[config.mk]
export PLATFORM = sky130hd
export DESIGN_NAME = lc3b_mem_arbiter
export DESIGN_NICKNAME = d
export VERILOG_FILES = /design/src/rtl/lc3b_mem_pkg.sv /design/src/rtl/lc3b_mem_arbiter_rr.sv /design/src/rtl/lc3b_mem_arbiter.sv
export SDC_FILE = /design/constraint.sdc
export NUM_CORES = 1
export LEC_CHECK = 0
export BUFFER_PORTS_ARGS = -buffer_cell sky130_fd_sc_hd__buf_2
export CORE_MARGIN = 2
export CORE_UTILIZATION = 25
export DETAILED_ROUTE_END_ITERATION = 16
export SKIP_CTS_REPAIR_TIMING = 1
export SLEW_MARGIN = 10
export SYNTH_ARGS = -nofsm -noshare
export SYNTH_HDL_FRONTEND = slang
export SYNTH_SLANG_ARGS = --single-unit
[constraint.sdc]
create_clock -name clk_50 -period 1.8 [get_ports clk_50]
set_input_delay 0.18 -clock clk_50 [delete_from_list [all_inputs] [get_ports clk_50]]
set_output_delay 0.18 -clock clk_50 [all_outputs]
set_load 0.02 [all_outputs]
[src/rtl/lc3b_mem_pkg.sv]
// ---------------------------------------------------------------------------
// lc3b_mem_pkg
// Shared types and constants for the LC-3b two-port memory arbiter.
//   arb_state_e       : controller state encoding
//   PORT_FETCH/DATA   : port indices (instruction fetch / load-store)
//   SIZE_BYTE/WORD    : data-size encodings used on byte_en and mem_datasize
//   DEFAULT_TIMEOUT_CYCLES : default WAIT abort limit (MEM_ARB_TIMEOUT_EN builds)
// ---------------------------------------------------------------------------
package lc3b_mem_pkg;

    typedef enum logic [2:0] {
        IDLE = 3'd0,
        ADDR = 3'd1,
        DATA = 3'd2,
        WAIT = 3'd3,
        DONE = 3'd4
    } arb_state_e;

    localparam logic PORT_FETCH = 1'b0;
    localparam logic PORT_DATA  = 1'b1;

    localparam logic SIZE_BYTE = 1'b1;
    localparam logic SIZE_WORD = 1'b0;

    localparam int DEFAULT_TIMEOUT_CYCLES = 64;

    // A 16-bit access must be word aligned; byte accesses may use any address.
    function automatic logic is_misaligned(input logic size, input logic [15:0] addr);
        return (size == SIZE_WORD) && addr[0];
    endfunction

    // One-hot acknowledge vector for a port index.
    function automatic logic [1:0] port_onehot(input logic port);
        return (port == PORT_DATA) ? 2'b10 : 2'b01;
    endfunction

endpackage

[src/rtl/lc3b_mem_arbiter_rr.sv]
// ---------------------------------------------------------------------------
// lc3b_rr_arbiter
// Two-way round-robin arbiter with a last-grant pointer.
//   clk_50      in  : clock
//   rst_n       in  : asynchronous active-low reset (pointer resets to 1)
//   req[1:0]    in  : request levels
//   accept      in  : pointer update strobe (controller accepted a grant)
//   grant_valid out : at least one request is present
//   grant_port  out : index of the winning port
// ---------------------------------------------------------------------------
module lc3b_rr_arbiter
    import lc3b_mem_pkg::*;
(
    input  logic       clk_50,
    input  logic       rst_n,
    input  logic [1:0] req,
    input  logic       accept,
    output logic       grant_valid,
    output logic       grant_port
);

    logic last_q;
    logic last_d;

    // With both ports requesting, the port not granted last time wins;
    // a lone requester always wins.
    always_comb begin
        grant_valid = |req;
        if (req == 2'b11) begin
            grant_port = ~last_q;
        end else begin
            grant_port = req[1];
        end
        last_d = accept ? grant_port : last_q;
    end

    // Pointer resets to port 1 so port 0 wins the first simultaneous request.
    always_ff @(posedge clk_50 or negedge rst_n) begin
        if (!rst_n) begin
            last_q <= PORT_DATA;
        end else begin
            last_q <= last_d;
        end
    end

endmodule

[src/rtl/lc3b_mem_arbiter.sv]
// ---------------------------------------------------------------------------
// lc3b_mem_arbiter
// Shares the LC-3b MAR/MDR memory block between the fetch port (0) and the
// load/store port (1). One request is served at a time: the MAR is loaded,
// the MDR is loaded for stores, then the controller waits for mem_ready and
// returns a one-cycle ack with read data or an error flag.
//
// Ports:
//   clk_50, rst_n            : clock, asynchronous active-low reset
//   req/we/byte_en[1:0]      : per-port request, write enable, size (1=byte)
//   addr0/addr1, wdata0/1    : per-port address and store data
//   ack[1:0], err, rdata     : completion pulse, error flag, read data
//   mem_bus, mem_ld_mar, mem_ld_mdr, mem_rw, mem_datasize : memory controls
//   mem_ready, mem_rdata     : memory handshake and MDR contents
//
// Optional feature: define MEM_ARB_TIMEOUT_EN to abort a WAIT that lasts
// TIMEOUT_CYCLES cycles without mem_ready (ack with err=1, rdata=0).
// All memory-side outputs are registered: each is computed from the state
// being entered, so strobes are clean one-cycle pulses.
// ---------------------------------------------------------------------------
module lc3b_mem_arbiter
    import lc3b_mem_pkg::*;
#(
    parameter int TIMEOUT_CYCLES = DEFAULT_TIMEOUT_CYCLES
) (
    input  logic        clk_50,
    input  logic        rst_n,
    input  logic [1:0]  req,
    input  logic [1:0]  we,
    input  logic [1:0]  byte_en,
    input  logic [15:0] addr0,
    input  logic [15:0] addr1,
    input  logic [15:0] wdata0,
    input  logic [15:0] wdata1,
    output logic [1:0]  ack,
    output logic        err,
    output logic [15:0] rdata,
    output logic [15:0] mem_bus,
    output logic        mem_ld_mar,
    output logic        mem_ld_mdr,
    output logic        mem_rw,
    output logic        mem_datasize,
    input  logic        mem_ready,
    input  logic [15:0] mem_rdata
);

    arb_state_e  state_q, state_d;

    logic        port_q, port_d;
    logic        we_q, we_d;
    logic        size_q, size_d;
    logic [15:0] wdata_q, wdata_d;

    logic [1:0]  ack_q, ack_d;
    logic        err_q, err_d;
    logic [15:0] rdata_q, rdata_d;
    logic [15:0] bus_q, bus_d;
    logic        ld_mar_q, ld_mar_d;
    logic        ld_mdr_q, ld_mdr_d;
    logic        rw_q, rw_d;
    logic        dsize_q, dsize_d;

`ifdef MEM_ARB_TIMEOUT_EN
    logic [15:0] wait_cnt_q, wait_cnt_d;
`endif

    logic        grant_valid;
    logic        grant_port;
    logic        accept;

    // Winner's request fields, selected before they are registered.
    logic        sel_we;
    logic        sel_size;
    logic [15:0] sel_addr;
    logic [15:0] sel_wdata;

    lc3b_rr_arbiter u_rr (
        .clk_50      (clk_50),
        .rst_n       (rst_n),
        .req         (req),
        .accept      (accept),
        .grant_valid (grant_valid),
        .grant_port  (grant_port)
    );

    always_comb begin
        sel_we    = we[grant_port];
        sel_size  = byte_en[grant_port];
        sel_addr  = grant_port ? addr1 : addr0;
        sel_wdata = grant_port ? wdata1 : wdata0;
    end

    // Next-state and registered-output logic. Strobes default low; the bus
    // and rdata hold their last values unless a state loads them.
    always_comb begin
        state_d  = state_q;
        port_d   = port_q;
        we_d     = we_q;
        size_d   = size_q;
        wdata_d  = wdata_q;
        accept   = 1'b0;
        ack_d    = 2'b00;
        err_d    = 1'b0;
        rdata_d  = rdata_q;
        bus_d    = bus_q;
        ld_mar_d = 1'b0;
        ld_mdr_d = 1'b0;
        rw_d     = 1'b0;
        dsize_d  = 1'b0;
`ifdef MEM_ARB_TIMEOUT_EN
        wait_cnt_d = wait_cnt_q;
`endif

        case (state_q)
            IDLE: begin
                if (grant_valid) begin
                    accept  = 1'b1;
                    port_d  = grant_port;
                    we_d    = sel_we;
                    size_d  = sel_size;
                    wdata_d = sel_wdata;
                    // Misaligned word access completes at once with an error
                    // and never touches memory.
                    if (is_misaligned(sel_size, sel_addr)) begin
                        state_d = DONE;
                        ack_d   = port_onehot(grant_port);
                        err_d   = 1'b1;
                        rdata_d = 16'h0000;
                    end else begin
                        state_d  = ADDR;
                        ld_mar_d = 1'b1;
                        bus_d    = sel_addr;
                        dsize_d  = sel_size;
                    end
                end
            end

            ADDR: begin
                dsize_d = size_q;
`ifdef MEM_ARB_TIMEOUT_EN
                wait_cnt_d = 16'd0;
`endif
                if (we_q) begin
                    state_d  = DATA;
                    ld_mdr_d = 1'b1;
                    rw_d     = 1'b1;
                    bus_d    = wdata_q;
                end else begin
                    state_d = WAIT;
                end
            end

            DATA: begin
                state_d = WAIT;
                rw_d    = 1'b1;
                dsize_d = size_q;
`ifdef MEM_ARB_TIMEOUT_EN
                wait_cnt_d = 16'd0;
`endif
            end

            WAIT: begin
                rw_d    = we_q;
                dsize_d = size_q;
                // mem_ready has priority over an expiring timeout.
                if (mem_ready) begin
                    state_d = DONE;
                    ack_d   = port_onehot(port_q);
                    rdata_d = we_q ? 16'h0000 : mem_rdata;
                    rw_d    = 1'b0;
                    dsize_d = 1'b0;
                end
`ifdef MEM_ARB_TIMEOUT_EN
                else if (wait_cnt_q == 16'(TIMEOUT_CYCLES - 1)) begin
                    state_d = DONE;
                    ack_d   = port_onehot(port_q);
                    err_d   = 1'b1;
                    rdata_d = 16'h0000;
                    rw_d    = 1'b0;
                    dsize_d = 1'b0;
                end else begin
                    wait_cnt_d = wait_cnt_q + 16'd1;
                end
`endif
            end

            DONE: begin
                state_d = IDLE;
            end

            default: begin
                state_d = IDLE;
            end
        endcase
    end

    // State, transaction and output registers.
    always_ff @(posedge clk_50 or negedge rst_n) begin
        if (!rst_n) begin
            state_q  <= IDLE;
            port_q   <= PORT_FETCH;
            we_q     <= 1'b0;
            size_q   <= SIZE_WORD;
            wdata_q  <= 16'h0000;
            ack_q    <= 2'b00;
            err_q    <= 1'b0;
            rdata_q  <= 16'h0000;
            bus_q    <= 16'h0000;
            ld_mar_q <= 1'b0;
            ld_mdr_q <= 1'b0;
            rw_q     <= 1'b0;
            dsize_q  <= 1'b0;
        end else begin
            state_q  <= state_d;
            port_q   <= port_d;
            we_q     <= we_d;
            size_q   <= size_d;
            wdata_q  <= wdata_d;
            ack_q    <= ack_d;
            err_q    <= err_d;
            rdata_q  <= rdata_d;
            bus_q    <= bus_d;
            ld_mar_q <= ld_mar_d;
            ld_mdr_q <= ld_mdr_d;
            rw_q     <= rw_d;
            dsize_q  <= dsize_d;
        end
    end

`ifdef MEM_ARB_TIMEOUT_EN
    // WAIT-cycle counter, cleared on entry to WAIT.
    always_ff @(posedge clk_50 or negedge rst_n) begin
        if (!rst_n) begin
            wait_cnt_q <= 16'd0;
        end else begin
            wait_cnt_q <= wait_cnt_d;
        end
    end
`endif

    assign ack          = ack_q;
    assign err          = err_q;
    assign rdata        = rdata_q;
    assign mem_bus      = bus_q;
    assign mem_ld_mar   = ld_mar_q;
    assign mem_ld_mdr   = ld_mdr_q;
    assign mem_rw       = rw_q;
    assign mem_datasize = dsize_q;

endmodule

# --- Word-level counts from Yosys, hierarchy flattened ---
# Index checks and enable logic that the tools add are counted.
# Widths: inputs -> output; s select.
word_totals:
  output_inout_bits: 39
  elab_cells: 79
  ff_bits: 62
  inputBits: 89
op_classes:
  n_reduce_logical: 10
  magnitude_cmp: 1
  eq_ne: 9
  n_bitwise: 2
  mux: 43
ops:
  columns: ["operator", "n"]
  rows:
  - ["$mux 16", 9]
  - ["$pmux 16 s2", 2]
  - ["$mux 1", 20]
  - ["$pmux 3 s4", 1]
  - ["$mux 2", 5]
  - ["$ne 2x2->1 const B", 5]
  - ["$mux 3", 3]
  - ["$reduce_and 4->1", 2]
  - ["$eq 3x2->1 const B", 2]
  - ["$pmux 1 s3", 2]
  - ["$pmux 2 s2", 1]
  - ["$reduce_and 2->1", 2]
  - ["$reduce_bool 2->1", 2]
  - ["$reduce_or 2->1", 2]
  - ["$eq 3x1->1 const B", 1]
  - ["$logic_not 3->1", 1]
  - ["$eq 2x2->1 const B", 1]
  - ["$lt 1x2->1 const B", 1]
  - ["$not 1->1", 2]
  - ["$logic_and 1x1->1", 1]

# --- Logic depth before layout (Yosys ltp) ---
logic_depth:
  depth_word: 9
  depth_mapped: 7
  depth_no_buf: 4

# --- By module ---
# Synthesis repeated with hierarchy kept, for this count alone.
unflattened:
  cells_unflattened: 271
  area_unflattened_um2: 2869.0
by_module_without_submodules:
  columns: ["mod", "area_each_um2", "n_inst", "seq_area_each_um2", "cells_each"]
  rows:
  - ["lc3b_mem_arbiter", 2810.2, 1, 1526.5, 267]
  - ["lc3b_rr_arbiter", 58.8, 1, 26.3, 4]

# --- Worst setup path after synthesis ---
# Ideal clock, no wire load.
synth_path:
  path_type: "register to register"
  from: "reg state_q[1]"
  to: "reg bus_q[10], in the netlist mem_bus[10]"
  stages_incl_launch_ff: 8
  required_ps: 1675
  setup_ps: 125
  path_slack_ps: 75
  arrival_ps: 1600
  n_path_buf: 3
  cell_sequence: "dfrtp_1 > buf_6 > or3b_1 > buf_6 > nor2_8 > a21oi_4 > buf_6 > mux2_4"
synth_via:
  elab_chain_len: 3
  elab_cells_between_ends: 8
  cone_classes: "eq/ne (4); mux (1); reduce/logical (3)"
synth_lines:
  columns: ["item", "line", "text"]
  rows:
  - ["start: declaration", "lc3b_mem_arbiter.sv:47", "arb_state_e state_q, state_d;"]
  - ["start signal: assignment", "lc3b_mem_arbiter.sv:214", "state_q <= state_d;"]
  - ["$eq 3x1->1 / $logic_not 3->1 (equally long branches)", "lc3b_mem_arbiter.sv:114", "case (state_q)"]
  - ["$ne 2x2->1 (no source line) / $reduce_bool 2->1 (equally long branches)", null, null]
  - ["$reduce_and 4->1 (no source line)", null, null]
  - ["end signal: assignment", "lc3b_mem_arbiter.sv:222", "bus_q <= bus_d;"]
  - ["end: declaration", "lc3b_mem_arbiter.sv:57", "logic [15:0] bus_q, bus_d;"]
# Several ways; a longest one is shown, not always the timed one.
# A chain may end at the register's enable or synchronous reset.

# --- Worst setup path after layout ---
layout_path:
  from: "reg state_q[0]"
  to: "reg bus_q[7], in the netlist mem_bus[7]"
# Same word-level chain as after synthesis.

==> summary.json <==
{
  "critical_path_arrival_ps": 1910,
  "slew_viol_final": 0,
  "path_class_of_the_lowest_slack_min_delay_path": "primary input to flip-flop",
  "drtIter0Drc": 87,
  "yosysSeqAreaShare_pct": 50.4,
  "die_width_um": 115,
  "gp_routability_congestion": 0.748,
  "globalRouteMet3Util_pct": 4.69,
  "clkTransAtPathRegs_ps": 60,
  "final_net_count": 509,
  "grt_pass1_vias": 2524,
  "dp_worst_setup_slack_ps": 25.2,
  "busiest_layer": "met2",
  "root_buffer": "clkbuf_16",
  "layout_worst_path_cycle_share_pct": 94.7,
  "critical_path_required_ps": 2010,
  "final.min_clock_period_ps": 1700,
  "finalHoldViolCount": 0,
  "post_route_cells_drive_above_1_share_pct": 43.5,
  "yosys_register_bits": 62,
  "criticalPathCategory": "flip-flop to flip-flop",
  "clock_skew_ps": 7.79,
  "final_common_cell": "buf_2",
  "most-common-layout-cells": "127 x buf_2, 61 x dfrtp_1, 50 x mux2i_1",
  "antenna_violations_before_repair": 3,
  "setup_viol": 0,
  "via_count": 2480,
  "net_count_of_the_mapped_netlist": 373,
  "fp-row-count": 40,
  "drt-pass1-iter-count": 4,
  "io_pins": 128,
  "avgRoutedWirePerCell_um": 13.4,
  "ff2ff_setup_slack_ps": 100,
  "timing.fmax_mhz": 587,
  "numCtsBuffers": 9,
  "portBuffers": 127,
  "power.density_cell_area_nw_per_um2": 1670,
  "number_of_library_cell_types_mapped_by_synthesis": 31,
  "grt-ovfl-total": 0,
  "flow.area_growth_from_synthesis_pct": 39.1,
  "clock_latency_ps": 320,
  "globalRouteTotalUtil_pct": 12.3,
  "synthesis.area_um2": 3080,
  "start_kind": "flip-flop",
  "ctsLongestPathBuffers": 2,
  "htree_levels": 3,
  "die_h_um": 115,
  "fin_util_pct": 35.6,
  "cap_violations": 0,
  "grt_max_degree": 63,
  "tightest_slew_ps": 351,
  "floorplan.die_area_um2": 13200,
  "worst_slack_ps": 95.3,
  "route.detailed.drc": 0,
  "wl_um": 7710,
  "status": "finished clean",
  "finalSetupTns_ps": 0,
  "power_leakage_nw": 2.19,
  "netlist_instances": 284,
  "met1_grt_util_pct": 14.6,
  "num-fill-cells": 1233,
  "gr-usage-met2_pct": 20.0,
  "drt.antenna.violating_nets": 0,
  "cts_sinks": 62,
  "core-area_um2": 12000,
  "kind_of_capture_point_of_the_worst_setup_path": "flip-flop",
  "ys_warnings": 0,
  "first_pass_grt_wire_length_um": 12400,
  "crit_fanout": 16,
  "max_slew_margin_pct": 76.6,
  "mean_instance_size_in_the_synthesized_netlist_um2": 10.8,
  "ir_drop_uv": 451,
  "rsz_0062_raised_after_global_routing": "false",
  "initial_core_util_pct": 25.6,
  "routed_via_density": 4.31,
  "tritoncts": "built",
  "hpwl_um": 5690
}
## final timing paths
check,end,start,depth (start not counted)
setup / recovery,mem_bus[7]$_DFFE_PN0P_,state_q[0]$_DFFE_PN0P_,6
hold / removal,rdata[7]$_DFFE_PN0P_,mem_rdata[7],3
setup reg to reg,mem_bus[7]$_DFFE_PN0P_,state_q[0]$_DFFE_PN0P_,6
hold reg to reg,mem_datasize$_DFF_PN0_,size_q$_DFFE_PN0P_,1
max in group asynchronous,u_rr.last_q$_DFFE_PN1P_,rst_n,3
min in group asynchronous,mem_bus[2]$_DFFE_PN0P_,rst_n,3
## critical path: stages, from the launching register on
cell and delay (ps):
dfrtp_1 390, buf_4 160, nor3_4 150, nor2b_1 310, a21oi_4 100, buf_12 170, mux2_4 300
## final cells by class
cell class	instances	area, um^2	area share (%)
Antenna cell	3	7.51	0.175
Clock inverter	6	61.3	1.43
Inverter	18	67.6	1.58
Tap cell	147	184	4.30
Sequential cell	62	1550	36.3
Multi-Input combinational cell	185	1350	31.5
Clock buffer	10	239	5.58
Timing Repair Buffer	144	820	19.1
## layer usage
| layer | vias up | share of wire [%] |
|---|---|---|
| li1 | 1230 | - |
| met1 | 1140 | 44 |
| met2 | 95 | 47 |
| met3 | 15 | 7.2 |
| met4 | 0 | 2.4 |
| met5 | - | 0 |
## synth_stat cells
| cell | count | share of area (%) |
|---|---|---|
| a31o_2 | 1 | 0.28 |
| clkbuf_1 | 6 | 0.73 |
| buf_2 | 4 | 0.65 |
| nor2b_1 | 3 | 0.61 |
| dfstp_2 | 1 | 0.85 |
| nand2_1 | 37 | 4.5 |
| nor2_1 | 20 | 2.4 |
| a21boi_2 | 1 | 0.37 |
| o21bai_1 | 1 | 0.24 |
| mux2_2 | 6 | 2.2 |
| buf_4 | 4 | 0.98 |
| nor2_8 | 1 | 0.65 |
| or3b_1 | 1 | 0.28 |
| a21oi_1 | 20 | 3.3 |
| inv_1 | 18 | 2.2 |
| nand2b_1 | 1 | 0.20 |
| nand4b_1 | 1 | 0.28 |
| nor3_4 | 1 | 0.53 |
| a31oi_1 | 2 | 0.41 |
| o22ai_1 | 1 | 0.20 |
| o21ai_0 | 21 | 3.4 |
| nor4bb_1 | 1 | 0.33 |
| a21o_1 | 2 | 0.49 |
| and2_1 | 1 | 0.20 |
| mux2i_1 | 50 | 16 |
| a21oi_4 | 1 | 0.53 |
| nand3_1 | 1 | 0.16 |
| buf_6 | 5 | 1.8 |
| dfrtp_1 | 61 | 50 |
| mux2_4 | 10 | 4.9 |
| mux2i_2 | 1 | 0.45 |
## per-stage QoR
stage                     area, um^2  hold slack [ps]  std cells  total power, W
after CTS                       4260             -124        571         0.00726
after global placement          3960              220        555         0.00537
after detailed placement        3960              226        555         0.00549
after floorplan                 3080             -116        284         0.00451
final                           4280             94.3        575         0.00714
after global routing            4280             82.1        573         0.00768
## state kept, by name, indices dropped and copies added (netlist names), 2 cells and up
signal	cells
state_q	3
mem_bus	16
rdata	16
ack	2
wdata_q	16
## report_power, final
part	switching, W	internal (W)
Sequential	0.000320	0.00199
Clock	0.000614	0.00110
Combinational	0.00170	0.00141
## kinds of logic after synthesis
kind of cell,count (synthesis),synth area share [%]
flops,62,50.4
compound gates,50,9.19
simple gates,68,10.2
buf+inv,37,6.38
mux,67,23.8
(Power assumes the default switching activity.)
